File: src/rtl/cpu_pkg.sv
// Shared opcode constants, FSM state encoding and control bundle.
// Used by control_unit and control_decode.
package cpu_pkg;

    localparam logic [4:0] OP_LD   = 5'b00000;
    localparam logic [4:0] OP_LDI  = 5'b00001;
    localparam logic [4:0] OP_ST   = 5'b00010;
    localparam logic [4:0] OP_ADD  = 5'b00011;
    localparam logic [4:0] OP_SUB  = 5'b00100;
    localparam logic [4:0] OP_AND  = 5'b00101;
    localparam logic [4:0] OP_OR   = 5'b00110;
    localparam logic [4:0] OP_ADDI = 5'b01100;
    localparam logic [4:0] OP_NOP  = 5'b11010;
    localparam logic [4:0] OP_HALT = 5'b11011;

    // S_PEND is the T0-pending state held during and just after clear.
    typedef enum logic [3:0] {
        S_PEND, S_T0, S_T1, S_T2, S_T3,
        S_T4, S_T5, S_T6, S_T7, S_HALT
    } state_t;

    typedef struct packed {
        logic       Run;
        logic       PCout;
        logic       PCin;
        logic       IncPC;
        logic       MARin;
        logic       MDRin;
        logic       MDRout;
        logic       Read;
        logic       Write;
        logic       IRin;
        logic       Yin;
        logic       Zin;
        logic       Zlowout;
        logic       Cout;
        logic       Gra;
        logic       Grb;
        logic       Grc;
        logic       Rin;
        logic       Rout;
        logic       BAout;
        logic [4:0] opcode;
    } ctrl_t;

    function automatic logic is_mem(input logic [4:0] op);
        return (op == OP_LD) || (op == OP_LDI) || (op == OP_ST);
    endfunction

    function automatic logic is_alu(input logic [4:0] op);
        return (op == OP_ADD) || (op == OP_SUB) ||
               (op == OP_AND) || (op == OP_OR);
    endfunction

endpackage

File: src/rtl/control_decode.sv
// Combinational strobe decode: (state, opcode) -> control bundle.
// Ports: state, op in; ctrl out (all strobes, Run, ALU opcode).
module control_decode
    import cpu_pkg::*;
(
    input  state_t     state,
    input  logic [4:0] op,
    output ctrl_t      ctrl
);

    always_comb begin
        ctrl = '0;
        ctrl.Run = (state != S_PEND) && (state != S_HALT);
        case (state)
            S_T0: begin
                ctrl.PCout = 1'b1;
                ctrl.MARin = 1'b1;
                ctrl.IncPC = 1'b1;
                ctrl.Zin   = 1'b1;
            end
            S_T1: begin
                ctrl.Zlowout = 1'b1;
                ctrl.PCin    = 1'b1;
                ctrl.Read    = 1'b1;
                ctrl.MDRin   = 1'b1;
            end
            S_T2: begin
                ctrl.MDRout = 1'b1;
                ctrl.IRin   = 1'b1;
            end
            S_T3: begin
                ctrl.Grb = 1'b1;
                ctrl.Yin = 1'b1;
                // Memory ops use base-address drive so R0 reads as 0.
                if (is_mem(op)) ctrl.BAout = 1'b1;
                else            ctrl.Rout  = 1'b1;
            end
            S_T4: begin
                ctrl.Zin = 1'b1;
                if (is_alu(op)) begin
                    ctrl.Grc    = 1'b1;
                    ctrl.Rout   = 1'b1;
                    ctrl.opcode = op;
                end else begin
                    ctrl.Cout   = 1'b1;
                    ctrl.opcode = OP_ADD;
                end
            end
            S_T5: begin
                ctrl.Zlowout = 1'b1;
                if (op == OP_LD || op == OP_ST) begin
                    ctrl.MARin = 1'b1;
                end else begin
                    ctrl.Gra = 1'b1;
                    ctrl.Rin = 1'b1;
                end
            end
            S_T6: begin
                if (op == OP_LD) begin
                    ctrl.Read  = 1'b1;
                    ctrl.MDRin = 1'b1;
                end else if (op == OP_ST) begin
                    ctrl.Gra   = 1'b1;
                    ctrl.Rout  = 1'b1;
                    ctrl.MDRin = 1'b1;
                end
            end
            S_T7: begin
                if (op == OP_LD) begin
                    ctrl.MDRout = 1'b1;
                    ctrl.Gra    = 1'b1;
                    ctrl.Rin    = 1'b1;
                end else if (op == OP_ST) begin
                    ctrl.Write = 1'b1;
                end
            end
            default: ;
        endcase
    end

endmodule

File: src/rtl/control_unit.sv
// Hardwired T-state sequencer for the bus CPU.
// Ports: Clock, clear, IR, Stop in; Run, datapath strobes, opcode out.
module control_unit
    import cpu_pkg::*;
(
    input  logic        Clock,
    input  logic        clear,
    input  logic [31:0] IR,
    input  logic        Stop,
    output logic        Run,
    output logic        PCout,
    output logic        PCin,
    output logic        IncPC,
    output logic        MARin,
    output logic        MDRin,
    output logic        MDRout,
    output logic        Read,
    output logic        Write,
    output logic        IRin,
    output logic        Yin,
    output logic        Zin,
    output logic        Zlowout,
    output logic        Cout,
    output logic        Gra,
    output logic        Grb,
    output logic        Grc,
    output logic        Rin,
    output logic        Rout,
    output logic        BAout,
    output logic [4:0]  opcode
);

    state_t     state, state_nx;
    logic       stop_q;
    logic [4:0] op;
    state_t     fin;
    ctrl_t      ctrl;
    logic       unused_ir;

    assign op        = IR[31:27];
    assign unused_ir = ^IR[26:0];

    always_ff @(posedge Clock or posedge clear) begin
        if (clear) begin
            state  <= S_PEND;
            stop_q <= 1'b0;
        end else begin
            state <= state_nx;
            if (Stop) stop_q <= 1'b1;
        end
    end

    // A Stop seen in the final cycle still diverts to HALT.
    assign fin = (stop_q || Stop) ? S_HALT : S_T0;

    always_comb begin
        state_nx = state;
        case (state)
            S_PEND: state_nx = S_T0;
            S_T0:   state_nx = S_T1;
            S_T1:   state_nx = S_T2;
            S_T2: begin
                if (op == OP_HALT)
                    state_nx = S_HALT;
                else if (is_mem(op) || is_alu(op) || op == OP_ADDI)
                    state_nx = S_T3;
                else
                    state_nx = fin;
            end
            S_T3:   state_nx = S_T4;
            S_T4:   state_nx = S_T5;
            S_T5: begin
                if (op == OP_LD || op == OP_ST) state_nx = S_T6;
                else                            state_nx = fin;
            end
            S_T6:   state_nx = S_T7;
            S_T7:   state_nx = fin;
            S_HALT: state_nx = S_HALT;
            default: state_nx = S_PEND;
        endcase
    end

    control_decode u_dec (
        .state (state),
        .op    (op),
        .ctrl  (ctrl)
    );

    assign Run     = ctrl.Run;
    assign PCout   = ctrl.PCout;
    assign PCin    = ctrl.PCin;
    assign IncPC   = ctrl.IncPC;
    assign MARin   = ctrl.MARin;
    assign MDRin   = ctrl.MDRin;
    assign MDRout  = ctrl.MDRout;
    assign Read    = ctrl.Read;
    assign Write   = ctrl.Write;
    assign IRin    = ctrl.IRin;
    assign Yin     = ctrl.Yin;
    assign Zin     = ctrl.Zin;
    assign Zlowout = ctrl.Zlowout;
    assign Cout    = ctrl.Cout;
    assign Gra     = ctrl.Gra;
    assign Grb     = ctrl.Grb;
    assign Grc     = ctrl.Grc;
    assign Rin     = ctrl.Rin;
    assign Rout    = ctrl.Rout;
    assign BAout   = ctrl.BAout;
    assign opcode  = ctrl.opcode;

endmodule

File: config.mk
export PLATFORM = sky130hd
export DESIGN_NAME = control_unit
export DESIGN_NICKNAME = d
export VERILOG_FILES = /design/src/rtl/cpu_pkg.sv /design/src/rtl/control_decode.sv /design/src/rtl/control_unit.sv
export SDC_FILE = /design/constraint.sdc
export NUM_CORES = 1
export LEC_CHECK = 0
export ABC_AREA = 0
export BUFFER_PORTS_ARGS = -buffer_cell sky130_fd_sc_hd__buf_4
export CAP_MARGIN = 25
export CORE_UTILIZATION = 41
export CTS_CLUSTER_SIZE = 12
export DETAILED_ROUTE_END_ITERATION = 16
export HOLD_SLACK_MARGIN = 0.02
export PLACE_DENSITY = 0.84
export SETUP_SLACK_MARGIN = 0.1
export SLEW_MARGIN = 20
export SYNTH_ARGS = -nofsm -noshare
export SYNTH_HDL_FRONTEND = slang
export SYNTH_HIERARCHICAL = 1
export SYNTH_SLANG_ARGS = --single-unit
export TNS_END_PERCENT = 5
File: constraint.sdc
create_clock -name Clock -period 4 [get_ports Clock]
set_input_delay 0.4 -clock Clock [delete_from_list [all_inputs] [get_ports Clock]]
set_output_delay 0.4 -clock Clock [all_outputs]
set_load 0.05 [all_outputs]
==> results.json <==
{
  "layout-drive-gt1-share_pct": 31.3,
  "fin_crit_sh_pct": 58.4,
  "cts_num_sinks": 5,
  "ir_worst_vdd_v": 0.000338,
  "layout_common_cells": "buf_4 (30), nand2_1 (12), nor2_1 (8)",
  "rows": 14,
  "mostFrequentLayoutCell": "buf_4",
  "ys_types": 41,
  "portBuffers": 30,
  "r2r_start": "state[0]",
  "r2r-end": "state[3]",
  "grt_pass1_wl_mm": 2.86,
  "clk_pin_slew_ps": 40,
  "synthCells": 104,
  "post_cts_buffers": 0,
  "first_iter_violations": 34,
  "clock_latency_ps": 240,
  "finalSetupViolations": 0,
  "track_usage_pct": 18.9,
  "dieHeight_um": 44.4,
  "power_uw": 792,
  "synth_warnings": 6,
  "io_pins": 60,
  "grt_overflow": 0,
  "ys_ff_latch": 5,
  "slew_headroom_pct": 52.3,
  "yosys.area.top_type": "dfrtp_1",
  "synthTopCellsByArea": "dfrtp_1 (17%), nand4b_1 (7.1%), nand2_1 (6.1%)",
  "hold_violations": 0,
  "seq_area_frac_synth_pct": 17.0,
  "status": "completed",
  "setup.worst_path.class": "flop to output port",
  "viasPerCell": 5.61,
  "design.core.area_mm2": 0.00159,
  "vias": 853,
  "syn_area_um2": 736,
  "fillers": 153,
  "post_cts_resized": 0,
  "start_util_pct": 46.2,
  "antenna_found_initial": 0,
  "ys.flop_type": "dfrtp_1",
  "maxCapViolations": 0,
  "antenna_cells": 0,
  "post-route-min-period_ps": 2340,
  "async_flop_share_pct": 100,
  "report.final.slew_viol_count": 0,
  "skew_ps": 3.52,
  "p_per_area_mw_per_mm2": 829,
  "area_growth_pct": 29.8,
  "worst_ep_arrival_time_ps": 1940,
  "grt_setup_unrepaired": "no",
  "synth_edf_count": 0,
  "multi_input_area_um2": 526,
  "p_leak_uw": 0.000409,
  "routedWlPerCell_um": 12.0,
  "postCtsHoldBufs": 0,
  "synth.avg_cell_area_um2": 7.07,
  "first_global_vias": 678,
  "cts_tree": "yes",
  "hp-class": "primary input to async pin",
  "grt_max_degree": 26,
  "rrSetupSlack_ps": 2200,
  "tightest_slew_ps": 715,
  "worstPathRequired_ps": 3600,
  "seq_area_um2": 125,
  "drt-pass1-iter-count": 6,
  "critical_path.endpoint_type": "output port",
  "clock.fmax_ghz": 0.428,
  "gp_congestion": 0.765,
  "tns_ps": 0,
  "drt_wl_total_mm": 1.83,
  "cts_buffers": 3,
  "htree_levels": 1,
  "clockRootBuffer": "clkbuf_4",
  "ant_nets": 0,
  "synth_top_area_share_pct": 17.0,
  "die_area_mm2": 0.00197,
  "clockBufferDepth": 2,
  "reg2regPathDepth": 3,
  "nets": 164,
  "cp-start-kind": "flop",
  "drc": 0,
  "crit_fanout": 25,
  "die_w_um": 44.4,
  "dp_hpwl_mm": 1.35
}
==> per-layer routing <==
metal	track usage, %	vias to the layer above	part of all wire [%]
met5	0	-	0
met2	32.6	35	49
met4	5.45	0	0
met3	1.22	0	4.9
met1	25.1	396	46
li1	-	422	-
==> stage by stage <==
stage / hold slack (ps) / instance area, um^2 / cells / utilization (%) / worst slack [ps]
finish: 65.3 / 955 / 152 / 59.9 / 1660
global route: 78.3 / 955 / 152 / 59.9 / 1510
CTS: 57.9 / 955 / 152 / 59.9 / 1670
detailed placement: 314 / 928 / 148 / 58.2 / 1840
global placement: 308 / 928 / 148 / 58.2 / 1850
floorplan: 179 / 739 / 105 / - / 1310
==> synthesized netlist by cell type (2+ instances only) <==
library cell,instances
nand2_1,12
a211oi_1,2
nor2b_1,2
and3_1,2
o21a_1,4
dfrtp_1,5
a31oi_1,2
xnor2_1,2
buf_4,4
a21oi_1,7
o21ai_0,3
nand4b_1,6
o21ai_1,2
inv_1,6
nand2b_1,5
clkbuf_1,3
nor2_1,8
nor3_1,6
==> worst max-delay path, cell delays in order (launching register included) <==
cell and delay, ps:
dfrtp_1 800, nand2b_1 230, nand2b_1 230, nor3b_1 210
buf_4 230
==> sequential cells by signal, indices dropped and copies added, names as in the netlist <==
register and cells:
state 4, stop_q 1
==> power by group <==
part	internal (uW)	total, uW	switching [uW]
Combinational	186	578	392
Clock	37.6	56.6	19.0
Sequential	67.0	157	89.8
Total	291	792	501
==> final cells by class <==
class                      instances  share of cell area, %
tap                               24                   3.15
sequential                         5                   13.1
timing repair buffer              30                   23.6
inverter                           6                   2.36
multi-input combinational         83                   55.0
clock buffer                       4                   2.75
==> cell families (layout without fill, tap and decap cells) <==
logic type / after synthesis / count (layout) / synth area share, %
multiplexers: 1 / 1 / 1.53
XOR/XNOR: 2 / 2 / 2.38
flip-flops: 5 / 5 / 17.0
other: 1 / 2 / 0.510
AND/OR/NAND/NOR: 53 / 53 / 44.6
AO/OA/AOI/OAI: 25 / 25 / 21.9
buffers and inverters: 17 / 40 / 12.1
==> worst max path at each step <==
stage	startpoint	slack [ps]	endpoint	depth (start not counted)
floorplan	state[0]	1310	Yin	4
global placement	IR[31]	1850	Gra	5
detailed placement	IR[31]	1840	Gra	5
CTS	state[0]	1670	opcode[2]	4
global route	state[0]	1510	opcode[2]	4
finish	state[0]	1660	opcode[2]	4
No activity file was read; power rests on OpenSTA's default activity.
